**config.mk**
```make
export PLATFORM = sky130hd
export DESIGN_NAME = ins_fetch
export DESIGN_NICKNAME = d
export VERILOG_FILES = /design/src/rtl/ins_fetch.sv
export SDC_FILE = /design/constraint.sdc
export NUM_CORES = 1
export LEC_CHECK = 0
export CAP_MARGIN = 20
export CORE_AREA = 2 2 150 152
export DETAILED_ROUTE_END_ITERATION = 8
export DIE_AREA = 0 0 152 154
export PLACE_DENSITY = 0.69
export RECOVER_POWER = 100
export SYNTH_ARGS = -nofsm -noshare
export SYNTH_HDL_FRONTEND = slang
export SYNTH_SLANG_ARGS = --single-unit
```
**constraint.sdc**
```tcl
create_clock -name clk -period 3.1 [get_ports clk]
set_clock_uncertainty 0.15 [all_clocks]
set_input_delay 0.62 -clock clk [delete_from_list [all_inputs] [get_ports clk]]
set_output_delay 0.62 -clock clk [all_outputs]
set_load 0.1 [all_outputs]
```
**src/rtl/ins_fetch.sv**
```systemverilog
// Instruction fetch stage: PC, single-outstanding memory request, one-entry skid
// buffer for stalled acks, and the IF/ID pipeline register feeding decode.
module ins_fetch #(
    parameter logic [31:0] RESET_PC = 32'h0000_0000
) (
    input  logic        clk,
    input  logic        rstn,
    input  logic        iStall,
    input  logic        iBranchTaken,
    input  logic [31:0] iBranchTarget,
    output logic        oImemReq,
    output logic [31:0] oImemAddr,
    input  logic        iImemAck,
    input  logic [31:0] iImemData,
    output logic [31:0] oins,
    output logic [31:0] oPCPlus4,
    output logic        oValid
);

    typedef enum logic [1:0] {
        FETCH = 2'd0,
        BUF   = 2'd1,
        DRAIN = 2'd2
    } state_e;

    state_e      state_q, state_d;
    logic [31:0] pc_q, pc_d;
    logic [31:0] req_addr_q, req_addr_d;
    logic [31:0] buf_ins_q, buf_ins_d;
    logic [31:0] buf_pcp4_q, buf_pcp4_d;
    logic [31:0] ins_q, ins_d;
    logic [31:0] pcp4_q, pcp4_d;
    logic        valid_q, valid_d;

    logic [31:0] pc_plus4;
    logic [31:0] branch_pc;
    logic        fetch_ack;

    assign pc_plus4  = pc_q + 32'd4;
    assign branch_pc = {iBranchTarget[31:2], 2'b00};
    assign fetch_ack = (state_q == FETCH) && iImemAck;

    // ------------------------------------------------------------------
    // FSM: state register
    // ------------------------------------------------------------------
    // NOTE: sequential state uses non-blocking assignments so every register
    // samples pre-edge values regardless of statement order.
    always_ff @(posedge clk) begin
        if (rstn) begin
            state_q <= FETCH;
        end else begin
            state_q <= state_d;
        end
    end

    // ------------------------------------------------------------------
    // FSM: next-state logic
    // ------------------------------------------------------------------
    // NOTE: every combinational output gets a default first, so no path can
    // leave it unassigned and infer a latch.
    always_comb begin
        state_d = state_q;
        unique case (state_q)
            FETCH: begin
                if (iBranchTaken) begin
                    state_d = iImemAck ? FETCH : DRAIN;
                end else if (iImemAck && iStall) begin
                    state_d = BUF;
                end
            end
            BUF: begin
                if (iBranchTaken || !iStall) begin
                    state_d = FETCH;
                end
            end
            DRAIN: begin
                if (iImemAck) begin
                    state_d = FETCH;
                end
            end
            default: state_d = FETCH;
        endcase
    end

    // ------------------------------------------------------------------
    // FSM: outputs to instruction memory
    // ------------------------------------------------------------------
    // DRAIN keeps presenting the abandoned address until its ack retires it.
    always_comb begin
        oImemReq  = 1'b0;
        oImemAddr = pc_q;
        unique case (state_q)
            FETCH: oImemReq = !rstn;
            BUF:   oImemReq = 1'b0;
            DRAIN: begin
                oImemReq  = !rstn;
                oImemAddr = req_addr_q;
            end
            default: oImemReq = 1'b0;
        endcase
    end

    // ------------------------------------------------------------------
    // Datapath next-state: PC, request address, skid buffer, IF/ID
    // ------------------------------------------------------------------
    always_comb begin
        pc_d       = pc_q;
        req_addr_d = req_addr_q;
        buf_ins_d  = buf_ins_q;
        buf_pcp4_d = buf_pcp4_q;
        ins_d      = ins_q;
        pcp4_d     = pcp4_q;
        valid_d    = valid_q;

        if (state_q == FETCH) begin
            req_addr_d = pc_q;
        end

        if (iBranchTaken) begin
            // Redirect beats stall; any ack data this cycle is wrong-path.
            pc_d       = branch_pc;
            valid_d    = 1'b0;
            buf_ins_d  = 32'h0;
            buf_pcp4_d = 32'h0;
        end else begin
            unique case (state_q)
                FETCH: begin
                    if (iImemAck) begin
                        pc_d = pc_plus4;
                        if (iStall) begin
                            buf_ins_d  = iImemData;
                            buf_pcp4_d = pc_plus4;
                        end else begin
                            ins_d   = iImemData;
                            pcp4_d  = pc_plus4;
                            valid_d = 1'b1;
                        end
                    end else if (!iStall) begin
                        valid_d = 1'b0;
                    end
                end
                BUF: begin
                    if (!iStall) begin
                        ins_d   = buf_ins_q;
                        pcp4_d  = buf_pcp4_q;
                        valid_d = 1'b1;
                    end
                end
                DRAIN: begin
                    // Ack here retires the abandoned request; its data is dropped.
                end
                default: begin
                end
            endcase
        end
    end

    always_ff @(posedge clk) begin
        if (rstn) begin
            pc_q       <= RESET_PC;
            req_addr_q <= RESET_PC;
            buf_ins_q  <= 32'h0;
            buf_pcp4_q <= 32'h0;
            ins_q      <= 32'h0;
            pcp4_q     <= 32'h0;
            valid_q    <= 1'b0;
        end else begin
            pc_q       <= pc_d;
            req_addr_q <= req_addr_d;
            buf_ins_q  <= buf_ins_d;
            buf_pcp4_q <= buf_pcp4_d;
            ins_q      <= ins_d;
            pcp4_q     <= pcp4_d;
            valid_q    <= valid_d;
        end
    end

    assign oins     = ins_q;
    assign oPCPlus4 = pcp4_q;
    assign oValid   = valid_q;

endmodule

```
==> summary.txt <==
Clock tree
  – Clock Path Buffers: 2
  – H-tree lvl count: 4
  – Setup repair bufs after CTS: 0
  – CTS Buf Count: 17
  – Clk_lat worst skew: 0.43 ns
  – Post-cts hold buffer count: 0
  – Cts repair resizes: 0
  – CTS tree: built
  – Clock root buffer: clkbuf_16
  – Clock slew at reported path FFs: roughly 0.07 ns
  – Clock sink total: 187

Synth
  – Seq/Total Area, Yosys: 44.5%
  – Most common cell in the netlist: nand2_1
  – Avg Cell Area, Syn: about 7.9 um^2
  – Simple-gate portion of the synthesized area: a little under a quarter
  – Dominant cells by area after synthesis: dfxtp_1 44%, nand2_1 11%, a21oi_1 6.2%
  – Synth top cells by count: 238 x nand2_1, 187 x dfxtp_1, 105 x a21oi_1
  – Adder-cell share of the synthesized area: less than 1%
  – Number of synthesized flops with an enable pin: 0
  – Post-synthesis xor/xnor area fraction: between 4 and 5%
  – Yosys top cell by area: dfxtp_1
  – YS warnings: 0
  – Mux share of post-synthesis cell area: between 4 and 5%
  – Ys flop type: dfxtp_1
  – Cell area after synthesis: 0.00842 mm^2
  – Yosys top cell area share: around 44%
  – Cells after synthesis: between 1,000 and 1,500
  – Compound-Gate Fraction of Synth Area: 18.2%
  – Ys async rst share: 0%
  – Main combinational cell family by area after synthesis: simple AND/OR/NAND/NOR gates
  – Flop and latch count out of synthesis: about 190
  – Netlist cell types: 47

Setup path
  – Worst endpoint required time: between 2 and 2.5 ns
  – Crit Path Max Fanout: 30
  – Setup Crit Path Kind: reg2out
  – Startpoint types: flip-flop
  – WP data arrival: roughly 2.2 ns
  – CP Capture Type: output port

Detailed routing
  – Routed len/inst: about 16 um
  – Vias: between 7,000 and 8,000
  – DRT iter0 DRCs: 507
  – Post-route ant nets: 0
  – Via density: ~5.3
  – DRT Pass-1 Iters: 7
  – Drt total wl: about 24,000 um
  – DRC viols: 0

Pwr
  – Worst IR drop on VDD: 352 uV
  – PD cells: approximately 560 mW/mm^2
  – Power Total: 5.91 mW
  – Leak pwr: between 3 and 4 nW

Die
  – Core ar.: around 0.022 mm^2
  – Die height: ~150 um
  – Full die area: between 0.02 and 0.025 mm^2
  – Initial Util: slightly below 40%
  – Row Count: 54
  – Die width: 152 um
  – Ports: 167

Timing
  – Highest clock rate: 343 MHz
  – Period utilization: a little over nine tenths
  – Minimum clock period: about 2.9 ns
  – Fin Setup TNS: 0 ns
  – Worst Max-Slew Pin Slew: roughly 1.8 ns
  – Final hold viol count: 0
  – Rel. slew slack: -22.4%
  – Unrepaired setup endpoints after global routing: no
  – Fin Hold WS: between 0.2 and 0.3 ns
  – Final setup violating endpoints: 0
  – Max-slew violation count: 31

Global routing
  – Initial antenna violation count: 1
  – Largest net degree at the start of global routing: between 60 and 70
  – Vias in the first global route: about 7,000
  – First-pass GRT wire length: 38,200 um
  – Grt ovf: 0
  – Total global-route track usage: around 20%

Run status
  – Failing checks: capacitance limit, slew limit
  – Status: finished, violations left

Placement
  – GPL Wtd Cong: 0.893
  – IO Port Bufs: between 150 and 200
  – DP Area: between 0.01 and 0.015 mm^2
  – Hpwl dp: ~16,000 um

Finish
  – Nets: 1,234
  – Syn-to-layout area delta: 26.3%
  – Design Area, Final: approximately 0.011 mm^2
  – Ratio of cells with drive above 1 in the final layout: under 10%
  – Filler Cells Inserted: roughly 2,000

Flow run
  – Max_cap viols: 1

Min path
  – Worst hold-check path type: in2reg
-- registers in the layout (all words and copies together), names as in the netlist --
register / cells
buf_ins_q: 32
oins: 32
buf_pcp4_q: 30
oPCPlus4: 30
pc_q: 30
req_addr_q: 30
state_q: 2
oValid: 1
-- final timing paths --
| check | startpoint | endpoint | slack [ns] | depth (start not counted) |
|---|---|---|---|---|
| worst max register to register | pc_q[17]$_SDFFE_PP0P_ | oPCPlus4[27]$_SDFFE_PP0P_ | 0.50 | 5 |
| worst min-delay path | rstn | oPCPlus4[20]$_SDFFE_PP0P_ | 0.30 | 2 |
| worst max-delay path | state_q[0]$_SDFFE_PP0P_ | oImemAddr[5] | 0.18 | 4 |
| worst min register to register | oPCPlus4[4]$_SDFFE_PP0P_ | oPCPlus4[4]$_SDFFE_PP0P_ | 0.30 | 2 |
-- logic make-up (layout without fill, tap and decap cells) --
group / count (synthesis) / in the layout
multiplexers: 32 / 32
other: 1 / 5
adder cells (fa/ha/maj): 1 / 1
AO/OA/AOI/OAI: 245 / 245
flip-flops: 187 / 187
XOR/XNOR: 46 / 46
buffers and inverters: 112 / 226
AND/OR/NAND/NOR: 436 / 436
-- per-layer routing --
| layer | wire length [um] | vias to the layer above | GRT usage [%] | part of all wire [%] |
|---|---|---|---|---|
| met3 | 1560 | 15 | 4.59 | 6.6 |
| li1 | - | 3883 | - | - |
| met2 | 10800 | 256 | 31.5 | 45 |
| met1 | 11200 | 3629 | 27.5 | 47 |
| met5 | 0 | - | 0 | 0 |
| met4 | 194 | 0 | 4.49 | 0.81 |
-- worst max-delay path, cell delays in order (launching register included) --
cell and delay [ns]:
dfxtp_1 0.50, nand2b_1 0.16, clkbuf_4 0.43, mux2_1 0.43
buf_12 0.19
-- cells in the final DEF (no fill, tap or decap), types with 3 or more instances in the layout --
| master | n |
|---|---|
| a211o_1 | 5 |
| a211oi_1 | 27 |
| a21oi_1 | 105 |
| a221oi_1 | 4 |
| a311oi_1 | 40 |
| a31oi_1 | 7 |
| and3_1 | 9 |
| and4_1 | 7 |
| buf_12 | 34 |
| buf_4 | 16 |
| clkbuf_1 | 73 |
| clkbuf_16 | 17 |
| clkdlybuf4s50_1 | 63 |
| clkinvlp_4 | 4 |
| conb_1 | 4 |
| dfxtp_1 | 187 |
| inv_1 | 5 |
| inv_6 | 3 |
| mux2_1 | 27 |
| mux2_2 | 4 |
| nand2_1 | 238 |
| nand3_1 | 19 |
| nand4_1 | 16 |
| nor2_1 | 94 |
| nor3_1 | 13 |
| nor4_1 | 14 |
| o21ai_0 | 40 |
| o22ai_1 | 7 |
| or3_1 | 11 |
| xnor2_1 | 32 |
| xor2_1 | 14 |
-- per-stage QoR --
step                      instances  utilization, %  setup WS [ns]
after floorplan                1063               -         0.0649
after global placement         1425            47.9          0.176
after detailed placement       1425            47.9          0.184
after CTS                      1457            50.5          0.214
after global routing           1457            49.0         0.0705
final                          1458            49.0          0.183
-- area by class of cell --
type | count | area (um^2) | share of cell area (%)
timing repair buffer | 189 | 1740 | 16.4
clock inverter | 12 | 114 | 1.07
antenna | 1 | 2.50 | 0.0235
tap | 280 | 350 | 3.29
clock buffer | 20 | 447 | 4.20
inverter | 5 | 18.8 | 0.177
multi-input combinational | 764 | 4220 | 39.6
sequential | 187 | 3740 | 35.2
-- power by group --
group	internal [mW]	switching (mW)	total, mW
clock network	1.14	0.956	2.09
registers	2.51	0.0932	2.60
logic	0.358	0.862	1.22
Power figures use the tool's default switching activity.
